### src/rtl/btn_frontend_pkg.sv
// Shared constants, width helper and channel status payload for btn_frontend.
package btn_frontend_pkg;

  localparam int unsigned DEF_N_BTN        = 4;
  localparam int unsigned DEF_TICK_DIV     = 250000;
  localparam int unsigned DEF_STABLE_TICKS = 4;
  localparam int unsigned DEF_SYNC_STAGES  = 2;
  localparam int unsigned DEF_HOLD_TICKS   = 500;

  // Counter width able to hold values 0..n-1, never narrower than one bit.
  function automatic int unsigned cnt_w(input int unsigned n);
    return (n <= 32'd1) ? 32'd1 : 32'($clog2(n));
  endfunction

  // Per-channel result as seen by the game logic.
  typedef struct packed {
    logic level;
    logic rise;
    logic fall;
    logic hold;
  } btn_status_t;

endpackage

### src/rtl/btn_debounce_ch.sv
// One button channel: synchroniser, tick-gated stable counter, edge pulses and
// an optional long-press counter built only when BTN_FRONTEND_HOLD_EN is defined.
module btn_debounce_ch
  import btn_frontend_pkg::*;
#(
  parameter int unsigned STABLE_TICKS = DEF_STABLE_TICKS,
  parameter int unsigned SYNC_STAGES  = DEF_SYNC_STAGES,
  parameter int unsigned HOLD_TICKS   = DEF_HOLD_TICKS
) (
  input  logic        clk,
  input  logic        rst,
  input  logic        tick,
  input  logic        btn,
  output btn_status_t status
);

  localparam int unsigned SC_W = cnt_w(STABLE_TICKS + 32'd1);

  if (STABLE_TICKS < 1 || SYNC_STAGES < 2 || HOLD_TICKS < 1) begin : g_param_check
    $error("btn_debounce_ch: STABLE_TICKS>=1, SYNC_STAGES>=2, HOLD_TICKS>=1 required");
  end

  logic [SYNC_STAGES-1:0] sync;
  logic                   samp;
  logic [SC_W-1:0]        sc;
  logic                   level_q;
  logic                   rise_q;
  logic                   fall_q;
  logic                   hold_q;

  assign samp   = sync[SYNC_STAGES-1];
  assign status = {level_q, rise_q, fall_q, hold_q};

  // Metastability shift chain; oldest stage feeds the debouncer.
  always_ff @(posedge clk) begin
    if (rst) sync <= '0;
    else     sync <= {sync[SYNC_STAGES-2:0], btn};
  end

  // Count consecutive disagreeing ticks; commit the level and pulse on the last one.
  always_ff @(posedge clk) begin
    if (rst) begin
      sc      <= '0;
      level_q <= 1'b0;
      rise_q  <= 1'b0;
      fall_q  <= 1'b0;
    end else begin
      rise_q <= 1'b0;
      fall_q <= 1'b0;
      if (tick) begin
        if (samp == level_q) begin
          sc <= '0;
        end else if (sc == SC_W'(STABLE_TICKS - 32'd1)) begin
          level_q <= samp;
          rise_q  <= samp;
          fall_q  <= ~samp;
          sc      <= '0;
        end else begin
          sc <= sc + SC_W'(1);
        end
      end
    end
  end

`ifdef BTN_FRONTEND_HOLD_EN
  localparam int unsigned HC_W = cnt_w(HOLD_TICKS + 32'd1);
  logic [HC_W-1:0] hc;

  // Long-press timer: saturates so only one pulse is emitted per press.
  always_ff @(posedge clk) begin
    if (rst) begin
      hc     <= '0;
      hold_q <= 1'b0;
    end else begin
      hold_q <= 1'b0;
      if (!level_q) begin
        hc <= '0;
      end else if (tick && (hc != HC_W'(HOLD_TICKS))) begin
        hc     <= hc + HC_W'(1);
        hold_q <= (hc == HC_W'(HOLD_TICKS - 32'd1));
      end
    end
  end
`else
  assign hold_q = 1'b0;
`endif

endmodule

### src/rtl/btn_frontend.sv
// Board button front end: shared sample-tick prescaler plus N debounced channels.
// Long-press detection is compiled in with BTN_FRONTEND_HOLD_EN.
module btn_frontend
  import btn_frontend_pkg::*;
#(
  parameter int unsigned N_BTN        = DEF_N_BTN,
  parameter int unsigned TICK_DIV     = DEF_TICK_DIV,
  parameter int unsigned STABLE_TICKS = DEF_STABLE_TICKS,
  parameter int unsigned SYNC_STAGES  = DEF_SYNC_STAGES,
  parameter int unsigned HOLD_TICKS   = DEF_HOLD_TICKS
) (
  input  logic             clk,
  input  logic             rst,
  input  logic [N_BTN-1:0] btn,
  output logic [N_BTN-1:0] btn_level,
  output logic [N_BTN-1:0] btn_rise,
  output logic [N_BTN-1:0] btn_fall,
  output logic [N_BTN-1:0] btn_hold,
  output logic             tick
);

  localparam int unsigned PC_W = cnt_w(TICK_DIV);

  if (TICK_DIV < 1 || N_BTN < 1) begin : g_param_check
    $error("btn_frontend: TICK_DIV>=1 and N_BTN>=1 required");
  end

  logic [PC_W-1:0] pc;
  logic [PC_W-1:0] pc_next;

  // Prescaler advance with wrap on the terminal count.
  always_comb begin
    pc_next = pc + PC_W'(1);
    if (pc == PC_W'(TICK_DIV - 32'd1)) pc_next = '0;
  end

  // Tick is registered from the next count so it is high exactly while pc is terminal.
  always_ff @(posedge clk) begin
    if (rst) begin
      pc   <= '0;
      tick <= 1'b0;
    end else begin
      pc   <= pc_next;
      tick <= (pc_next == PC_W'(TICK_DIV - 32'd1));
    end
  end

  for (genvar i = 0; i < N_BTN; i++) begin : g_ch
    btn_status_t st;

    btn_debounce_ch #(
      .STABLE_TICKS (STABLE_TICKS),
      .SYNC_STAGES  (SYNC_STAGES),
      .HOLD_TICKS   (HOLD_TICKS)
    ) u_ch (
      .clk    (clk),
      .rst    (rst),
      .tick   (tick),
      .btn    (btn[i]),
      .status (st)
    );

    assign btn_level[i] = st.level;
    assign btn_rise[i]  = st.rise;
    assign btn_fall[i]  = st.fall;
    assign btn_hold[i]  = st.hold;
  end

endmodule

### config.mk
export PLATFORM = sky130hd
export DESIGN_NAME = btn_frontend
export DESIGN_NICKNAME = d
export VERILOG_FILES = /design/src/rtl/btn_frontend_pkg.sv /design/src/rtl/btn_debounce_ch.sv /design/src/rtl/btn_frontend.sv
export SDC_FILE = /design/constraint.sdc
export NUM_CORES = 1
export LEC_CHECK = 0
export ABC_AREA = 1
export BUFFER_PORTS_ARGS = -buffer_cell sky130_fd_sc_hd__buf_4
export CAP_MARGIN = 40
export CORE_AREA = 2 2 76 78
export DETAILED_ROUTE_END_ITERATION = 7
export DIE_AREA = 0 0 78 80
export HOLD_SLACK_MARGIN = 0.03
export SLEW_MARGIN = 20
export SYNTH_ARGS = -nofsm -noshare
export SYNTH_HDL_FRONTEND = slang
export SYNTH_SLANG_ARGS = --single-unit
### constraint.sdc
create_clock -name clk -period 2.9 [get_ports clk]
set_input_delay 0.435 -clock clk [delete_from_list [all_inputs] [get_ports clk]]
set_output_delay 0.435 -clock clk [all_outputs]
set_load 0.05 [all_outputs]
## Word level (Yosys, flattened, before mapping)

Index checks and enable logic that the tools add are counted.

- Latch bits: 0
- RAM bits: 0
- Input bits: 6
- Memories: 0
- Output and inout bits: 17
- Logic and storage cells: 67
- Flip-flop bits (word level): 51
- Memory bits (read-only): 0

- Div/mod/pow operators: 0
- Multiply operators: 0
- $add $sub $neg: 5
- Shift-type cells: 0
- Muxes and demuxes: 9
- Order comparisons: 0
- Equal/unequal tests: 10
- Bitwise gates (word level): 13
- Reductions and logical operators: 8

Operators with widths:

| cell | count |
|---|---|
| 18-bit == test (second input constant) | 2 |
| 3-bit 2-to-1 mux | 8 |
| 18-bit by 1-bit adder with 18-bit output (second input constant) | 1 |
| 18-bit 2-to-1 mux | 1 |
| 4-bit OR reduction | 4 |
| 1-bit inverter | 13 |
| 3-bit by 1-bit adder with 3-bit output (second input constant) | 4 |
| 3-bit by 2-bit == test with 1-bit output (second input constant) | 4 |
| 3-bit AND reduction | 4 |
| 1-bit == test | 4 |

## Depth between registers and ports, before layout

Gate-level depths: netlist (run 1).

- Word-level depth: 3
- Gate-level depth with buffers: 11
- Gate-level depth less buffers: 11

## By module

From an unflattened synthesis (run 1), not the netlist that was laid out.

- Cells, all modules: 381
- Area total of the unflattened synthesis: 2,602.5 um^2

Modules (own cells, without submodules):

| module | sequential area each (um^2) | area an instance (um^2) | cells an instance | times used |
|---|---|---|---|---|
| btn_debounce_ch | 160.2 | 366.6 | 49 | 4 |
| btn_frontend | 380.4 | 1,136.1 | 185 | 1 |

## Worst setup path before layout (run 1)

OpenSTA, ideal clock, no wires.

- Path kind: register -> register
- From: register tick
- To: register g_ch[0].u_ch.level_q
- Required time: 2.825 ns
- Cell stages (with the launch flop): 6
- Clock period less this slack: 1.535 ns
- Buffers on the path: 1
- Setup time: 0.075 ns
- Data arrival time: 1.460 ns
- Slack: 1.365 ns
- Path through: dfxtp_1 inv_1 buf_2 nor3_1 nand2_1 o22ai_1

- Longest elaborated chain between the ends: 1

Ends and longest elaborated chain:

| what | RTL line | source |
|---|---|---|
| from (decl) | btn_frontend.sv:19 | `output logic tick` |
| from (signal assigned) | btn_frontend.sv:44 | `tick <= (pc_next == PC_W'(TICK_DIV - 32'd1));` |
| 3-bit AND reduction (no line) | - |  |
| to (signal assigned) | btn_debounce_ch.sv:54 | `level_q <= samp;` |
| to (decl) | btn_debounce_ch.sv:26 | `logic level_q;` |

No other way between the ends.
A chain may end at the register's enable or synchronous reset.

## Worst setup path after layout (run 1)

- From: register pc[0]
- To: register tick

- Longest elaborated chain between the ends: 3
- Elaborated cells between the ends (all ways): 4
- Those cells by class: add/sub: 1; eq/ne: 2; mux: 1

Ends and longest elaborated chain:

| what | RTL line | source |
|---|---|---|
| from (decl) | btn_frontend.sv:28 | `logic [PC_W-1:0] pc;` |
| from (signal assigned) | btn_frontend.sv:43 | `pc <= pc_next;` |
| 18-bit by 1-bit adder with 18-bit output / 18-bit == test (equally long branches) | btn_frontend.sv:33, btn_frontend.sv:34 |  |
| 18-bit 2-to-1 mux * | btn_frontend.sv:34 | `if (pc == PC_W'(TICK_DIV - 32'd1)) pc_next = '0;` |
| 18-bit == test * | btn_frontend.sv:44 |  |

Every way passes the cells marked *; elsewhere a longest branch is shown, timed or not.

==> results of run 1 <==
## flip-flops by register name, indices dropped and copies added, names as in the netlist
signal	count
pc	18
g_ch.u_ch.level_q	4
tick	1
g_ch.u_ch.rise_q	4
g_ch.u_ch.sync	8
g_ch.u_ch.sc	12
g_ch.u_ch.fall_q	4
## stage by stage
stage          std cells  cell area, um2
5_1_grt              409            2560
2_1_floorplan        332            2390
3_5_place_dp         401            2470
6_report             409            2560
4_1_cts              409            2560
3_3_place_gp         401            2470
## synthesized netlist by cell type, types with 2 or more instances
| master | n |
|---|---|
| o22ai_1 | 3 |
| o21ai_0 | 4 |
| inv_2 | 2 |
| a211oi_1 | 4 |
| nand2_1 | 71 |
| nand2_2 | 5 |
| clkinv_1 | 2 |
| inv_1 | 35 |
| nor3_1 | 3 |
| clkbuf_1 | 3 |
| buf_4 | 16 |
| nor2_4 | 4 |
| ha_1 | 5 |
| o21bai_1 | 4 |
| a21oi_1 | 10 |
| xnor2_1 | 4 |
| nand4_1 | 4 |
| dfxtp_1 | 51 |
| nor2_2 | 4 |
| nand3_1 | 19 |
| nor2_1 | 65 |
## kinds of logic (layout without fill, tap and decap cells)
| family | after synthesis | in the layout | share of synthesized area [%] |
|---|---|---|---|
| AOI/OAI and AO/OA | 29 | 29 | 7.75 |
| and+or+nand+nor | 179 | 179 | 32.9 |
| xor gates and xnor gates | 4 | 4 | 1.48 |
| other | 1 | 4 | 0.158 |
| buffers and inverters | 60 | 65 | 12.1 |
| DFF | 51 | 51 | 43.0 |
| adders and majority gates | 5 | 5 | 2.63 |
## metal layers
layer	vias to the layer above	part of all wire, %	global-route usage (%)
met3	4	3.2	3.39
li1	1020	-	-
met1	823	51	19.4
met4	0	1.6	5.79
met5	-	0	0
met2	27	44	24.3
## critical path, delay by kind of cell (launching register included)
| family | cells | cell delay [ns] |
|---|---|---|
| buffers and inverters | 1 | 0.13 |
| adder cells (fa/ha/maj) | 1 | 0.22 |
| flip-flops | 1 | 0.39 |
| AND/OR/NAND/NOR | 8 | 0.75 |
## power groups by stage
stage	logic, uW	clock network (uW)	registers (uW)
after global routing	53.7	458	716
after CTS	47.8	436	715
after floorplan	41.2	0	730
after global placement	47.3	0	731
final	47.2	416	714
after detailed placement	47.7	0	731
## worst max path at each step
stage	start	to	depth (start not counted)
2_1_floorplan	tick	g_ch[0].u_ch.level_q	5
3_3_place_gp	rst	g_ch[3].u_ch.level_q	5
3_5_place_dp	rst	g_ch[3].u_ch.level_q	5
4_1_cts	pc[0]	tick	10
5_1_grt	pc[0]	tick	9
6_report	pc[0]	tick	10
## cell type report
cell class                      instances  share of cell area (%)
Clock inverter                          3                   0.976
Multi-Input combinational cell        221                    42.0
Timing Repair Buffer                   18                    5.27
Tap cell                               72                    3.51
Sequential cell                        51                    39.8
Clock buffer                            5                    2.68
Inverter                               39                    5.71
==> impl_metrics.ini, run 1 <==
[status]
status = completed

[clock_tree]
cts_setup_buffers = 0
cts.clk_slew.worst_paths_ns = 0.10
cts_hold_buf = 0
clk_path_buf_depth = 2
clk_latency_ns = 0.31
cts_htree_levels = 2
cts_sinks = 51
cts_buffers = 5
root_buffer = clkbuf_8
cts_tree = built
cts_resized = 0

[floorplan]
die-area_um2 = 6240
fp-row-count = 27
dieWidth_um = 78
core_um2 = 5410
fp.dieH_um = 80
start_util_pct = 43.9
io_pins = 23

[power]
leakage_uw = 0.00101
p_int_uw = 894
p_switching_uw = 283
netSwitchingFraction_pct = 24.1
peakVddDrop_mv = 0.223
power_frac_seq_pct = 60.7
p_clk_share_pct = 35.3
p_per_area_nw_per_um2 = 459
power_uw = 1180
comb_power_share_pct = 4.0

[critical_path]
r2r_end = tick
ff2ff_setup_slack_ns = 1.33
critPathMaxStageDelay_ns = 0.39
reg2reg_depth = 10
critPathArrivalTime_ns = 1.78
critPathCaptureType = register
worstPathCellList = ha_1 > nand3_2 > inv_2 > nand2_2 > nor2_1 > nand3_1 > nand2_1 > nor2_1 > nand3_1 > nor2_2
crit_type = reg2reg
worstPathRequired_ns = 3.11
startpoint_type = register
reg2reg_from = pc[0]
cp_max_fo = 5
slowest_stage = dfxtp_1

[synth]
synthArstFlopShare_pct = 0
yosysTopAreaCell = dfxtp_1
syn_area_um2 = 2370
yosysSeqAreaShare_pct = 43.0
synth-edff-count = 0
yosys-top-cells-area = dfxtp_1, nand2_1, nor2_1
synth_ff_type = dfxtp_1
synth_cell_type_count = 32
synthCells = 329
yosys_warnings = 0
syn_area_per_cell_um2 = 7.22
synth-seq-cells = 51
synth_top_area_share_pct = 43.0

[placed_design]
post-place-ws_ns = 1.32
portBuffers = 18
dp_hpwl_mm = 3.12
gp_congestion = 0.790

[layout]
fin_util_pct = 47.5
multiInputGateArea_um2 = 1080
area_growth_pct = 8.01
n_fill_cell = 554
final_cell_mix = nand2_1, nor2_1, dfxtp_1, inv_1, nand3_1
layout_commonest_cell = nand2_1
seq_area_um2 = 1020
layout-drive-gt1-share_pct = 13.4
finalNetCount = 347
diodes = 0

[routing]
vias = 1874
routed_wl_mm = 4.21
vias_per_cell = 4.58
drtPass1Iterations = 4
wl_per_cell_um = 10.3
drt_iter0_markers = 83
drc_errors = 0
ant_nets = 0

[global_route]
antenna_found_initial = 0
grt_pass1_wl_mm = 7.42
grtUsageTotal_pct = 15.0
grt_remaining_overflow = 0
grt_max_degree = 31
grt_pass1_vias = 1724

[sta]
timing.final.crit_period_ns = 1.57
tns_ns = 0
timing.final.hold_violations = 0
whs_ns = 0.322
setup_viol = 0
finalWorstSetupSlack_ns = 1.33
slew_violations = 0
finalClockSkew_ns = 0.0110
fin_crit_sh_pct = 54.1
rsz0062_at_grt = no
fmax_mhz = 638

[min_path]
hp-start = btn[0]
hold_path_end = g_ch[0].u_ch.sync[0]
hold_class = in2reg
holdPathStages = 3

[flow_run]
cap_violations = 0
Note: power is estimated with default switching activity, not from simulation.
==> run 2: changes to the inputs <==
clock period = 1.4 ns   (was 2.9 ns; I/O delays follow)
==> impl_metrics.ini, run 2 (synthesized netlist as in run 1, its figures left out) <==
[layout]
diodes = 0
finalNetCount = 369
regMostFlops = pc
final_cells = 430
layout_commonest_cell = nand2_1
final_cell_mix = nand2_1, nor2_1, buf_4, dfxtp_1, inv_1
fin_util_pct = 53.4
layout-drive-gt1-share_pct = 28.8
largestRegisters = pc x18, g_ch.u_ch.sc x12, g_ch.u_ch.sync x8
area_growth_pct = 21.4
largest_register_ffs = 18

[placed_design]
portBuffers = 18
dpl.cell_count = 421
dp_hpwl_mm = 3.44
gp_congestion = 0.894
post-place-ws_ns = -0.0663

[floorplan]
fp.dieH_um = 80
io_pins = 23
fp-row-count = 27
die-area_um2 = 6240
start_util_pct = 43.9
core_um2 = 5410
dieWidth_um = 78

[sta]
rsz0062_at_grt = yes
timing.final.hold_violations = 0
fin_crit_sh_pct = 101
fmax_mhz = 705
whs_ns = 0.0986
finalWorstSetupSlack_ns = -0.0185
setup_viol = 1
timing.final.crit_period_ns = 1.42
finalClockSkew_ns = 0.00329
slew_violations = 0

[critical_path]
cp_max_fo = 5
slowest_stage = dfxtp_4
critPathCaptureType = register
startpoint_type = register
worstPathCellList = buf_6 > nand2_4 > nor2_4 > nand2_4 > nor2_4 > nand2_1 > nand2_2 > nand2_2 > clkinv_2 > nand3_2 > nor2_2
critPathMaxStageDelay_ns = 0.37
worstPathRequired_ns = 1.64
crit_type = reg2reg
critPathArrivalTime_ns = 1.65

[power]
peakVddDrop_mv = 0.528
leakage_uw = 0.00116
power_uw = 2580
p_per_area_nw_per_um2 = 894

[routing]
vias = 1985
ant_nets = 0
drc_errors = 0
drtPass1Iterations = 4
drt_iter0_markers = 77
routed_wl_mm = 4.69
vias_per_cell = 4.62
wl_per_cell_um = 10.9

[global_route]
grt_max_degree = 27
antenna_found_initial = 0
grtUsageTotal_pct = 16.1
grt_remaining_overflow = 0
grt_pass1_vias = 1779
grt_pass1_wl_mm = 7.94

[status]
violations = negative setup slack
status = finished, violations left

[clock_tree]
root_buffer = clkbuf_8
clk_latency_ns = 0.29
cts.clk_slew.worst_paths_ns = 0.08
cts_tree = built
cts_htree_levels = 2
clk_path_buf_depth = 2
cts_sinks = 51
cts_hold_buf = 0
cts_buffers = 5

[min_path]
hold_class = in2reg

[flow_run]
cap_violations = 0
run 2: cell types whose count changed in the layout (fill, tap and decap cells not counted), moves of 2 or more:
cell and delta:
clkinv_4 -2, nand3_1 -2, dfxtp_1 -13, nand2_1 -12, nand2_4 +2, nor2_2 +6
nor2_1 -8, buf_4 +21, o21bai_4 +2, nand2_2 +10, dfxtp_2 +12, nor2_4 +2
run 2: timing repair:
action	4_1_cts	5_1_grt
pin swaps	7	7
gates resized for setup	19	28
setup endpoints to repair	2	11
buffers inserted	1	1
run 2: worst paths after layout:
| kind | from | end | slack (ns) | depth (start not counted) |
|---|---|---|---|---|
| worst min-delay path | rst | g_ch[0].u_ch.sc[2] | 0.1 | 2 |
| worst max register to register | pc[1] | tick | -0.02 | 11 |
| worst min register to register | g_ch[0].u_ch.sync[0] | g_ch[0].u_ch.sync[1] | 0.40 | 2 |
| worst max-delay path | pc[1] | tick | -0.02 | 11 |
run 2: layout make-up:
cell class	count	area [um2]
fill	536	2520
clock buffer	6	72.6
sequential	51	1040
inverter	39	150
multi-input combinational	221	1200
timing repair buffer	40	304
tap	72	90.1
clock inverter	1	30.0
run 2: critical path: cells and delay by family, from the launching register on:
| kind | cells | cell delay [ns] |
|---|---|---|
| and+or+nand+nor | 9 | 0.84 |
| DFF | 1 | 0.37 |
| buffers and inverters | 2 | 0.15 |
run 2: metal layers:
layer	routed length [um]	global-route usage [%]	up-vias
li1	-	-	1063
met1	2250	21.2	883
met2	2200	26.0	33
met3	184	3.73	6
met4	62	5.26	0
met5	0	0	-
run 2: stage by stage:
stage / setup TNS [ns] / area [um2]
after detailed placement: -0.0792 / 2620
after floorplan: 0 / 2390
after global placement: -0.0202 / 2620
after global routing: -0.260 / 2880
after CTS: -0.0234 / 2800
final: -0.0185 / 2880
run 2: power breakdown:
group          leakage [uW]  total (uW)  switching, uW  internal, uW
registers          0.000419        1480           16.0          1470
logic              0.000686         130           81.5          48.4
clock network     0.0000513         964            440           524
total               0.00116        2580            538          2040
==> run 3: changes to the inputs <==
clock period = 1.15 ns   (was 1.4 ns; I/O delays follow)
==> impl_metrics.ini, run 3 (synthesized netlist as in run 1, its figures left out) <==
[placed_design]
dp_hpwl_mm = 3.47
dpl.cell_count = 434
gp_congestion = 0.963
post_dp_cell_area_um2 = 2780
portBuffers = 18

[global_route]
grtUsageTotal_pct = 17.0
grt_max_degree = 30
grt_pass1_vias = 1952
grt_pass1_wl_mm = 8.35
antenna_found_initial = 0
grt_remaining_overflow = 0

[clock_tree]
clk_latency_ns = 0.30
cts_hold_buf = 0
cts_tree = built
cts.clk_slew.worst_paths_ns = 0.10
cts_sinks = 51
cts_buffers = 5
clk_path_buf_depth = 2
cts_htree_levels = 2
root_buffer = clkbuf_8

[sta]
slew_violations = 0
setup_viol = 17
fin_crit_sh_pct = 126
timing.final.hold_violations = 0
fmax_mhz = 689
finalWorstSetupSlack_ns = -0.301
timing.final.crit_period_ns = 1.45
tns_ns = -2.10
rsz0062_at_grt = yes
finalClockSkew_ns = 0.00627
whs_ns = 0.0640

[power]
p_per_area_nw_per_um2 = 1010
power_frac_seq_pct = 56.1
leakage_uw = 0.00129
comb_power_share_pct = 4.8
p_int_uw = 2480
p_clk_share_pct = 39.1
power_uw = 3210
p_switching_uw = 729
netSwitchingFraction_pct = 22.7
peakVddDrop_mv = 0.630

[layout]
area_growth_pct = 33.5
layout_commonest_cell = nand2_1
largestRegisters = pc x18, g_ch.u_ch.sc x12, g_ch.u_ch.sync x8
final_cell_mix = nand2_1, nor2_1, buf_4, inv_1, dfxtp_1
postLayoutCellArea_um2 = 3170
finalNetCount = 386
layout-drive-gt1-share_pct = 39.4
final_cells = 448
regMostFlops = pc
diodes = 0
largest_register_ffs = 18

[critical_path]
slowest_stage = dfxtp_4
critPathCaptureType = register
cp_max_fo = 5
cp_top_family = simple AND/OR/NAND/NOR gates
critPathArrivalTime_ns = 1.69
crit_buf_inv = 0
worstPathRequired_ns = 1.39
crit_type = reg2reg
r2r_end = tick
startpoint_type = register
worstPathCellList = ha_4 > nand3_4 > nand2_1 > nand2_1 > nand2_1 > nor2_2 > nand3_2 > nor2_2 > nand3_1 > nor2_2
critPathMaxStageDelay_ns = 0.37
reg2reg_depth = 10
reg2reg_from = pc[0]
ff2ff_setup_slack_ns = -0.30

[routing]
routed_wl_mm = 5.03
vias = 2123
drt_iter0_markers = 75
drtPass1Iterations = 4
ant_nets = 0
vias_per_cell = 4.74
drc_errors = 0
wl_per_cell_um = 11.2

[floorplan]
fp.dieH_um = 80
io_pins = 23
start_util_pct = 43.9
fp-row-count = 27
dieWidth_um = 78
core_um2 = 5410
die-area_um2 = 6240

[flow_run]
cap_violations = 0

[min_path]
hold_path_end = g_ch[0].u_ch.sync[0]
holdPathStages = 3
hp-start = btn[0]
hold_class = in2reg

[status]
status = finished, violations left
violations = negative setup slack
## run 3: changes by cell type in the layout (fill, tap and decap cells not counted), sizes merged
cell / delta
clkbuf: -1
buf: +17
clkinv: +2
## run 3: per-layer routing
metal	vias to the layer above	routed length (um)	track usage, %
li1	1108	-	-
met1	976	2330	20.6
met2	33	2470	29.0
met3	6	159	4.07
met4	0	68	6.84
met5	-	0	0
## run 3: how the worst max path moves through the flow
stage	slack, ns	cells after the start	startpoint	to
3_3_place_gp	-0.28	9	pc[0]	tick
6_report	-0.30	10	pc[0]	tick
4_1_cts	-0.26	10	pc[0]	tick
3_5_place_dp	-0.28	9	pc[0]	tick
5_1_grt	-0.40	11	pc[1]	tick
2_1_floorplan	-0.1	9	pc[1]	tick
## run 3: stage by stage
step | utilization, % | setup slack (ns)
global route | 58.7 | -0.404
floorplan | - | -0.0961
global placement | 51.4 | -0.278
CTS | 55.4 | -0.256
finish | 58.7 | -0.301
detailed placement | 51.4 | -0.283
## run 3: power groups by stage
stage | clock, uW | combinational [uW] | sequential [uW]
5_1_grt | 1350 | 174 | 1800
6_report | 1250 | 156 | 1800
4_1_cts | 1280 | 148 | 1800
2_1_floorplan | 0 | 109 | 1840
3_5_place_dp | 0 | 145 | 1850
3_3_place_gp | 0 | 144 | 1850
## run 3: what timing repair did
| action | in CTS | in global routing |
|---|---|---|
| endpoints found under the setup margin | 20 | 34 |
| pin swaps | 19 | 25 |
| gates resized for setup | 35 | 46 |
| hold endpoints to repair | 0 | 0 |
| setup buffers | 2 | 6 |
## run 3: final cells by class
cell class	instances	area, um2
sequential	51	1060
timing repair buffer	57	458
clock buffer	5	68.8
multi-input combinational	221	1300
tap	72	90.1
inverter	39	151
fill	496	2230
clock inverter	3	43.8
## run 3: worst register-to-register path, stage by stage (launching register included)
cell and delay [ns]:
dfxtp_4 0.37, ha_4 0.18, nand3_4 0.11, nand2_1 0.06, nand2_1 0.08, nand2_1 0.06
nor2_2 0.17, nand3_2 0.10, nor2_2 0.10, nand3_1 0.08, nor2_2 0.07
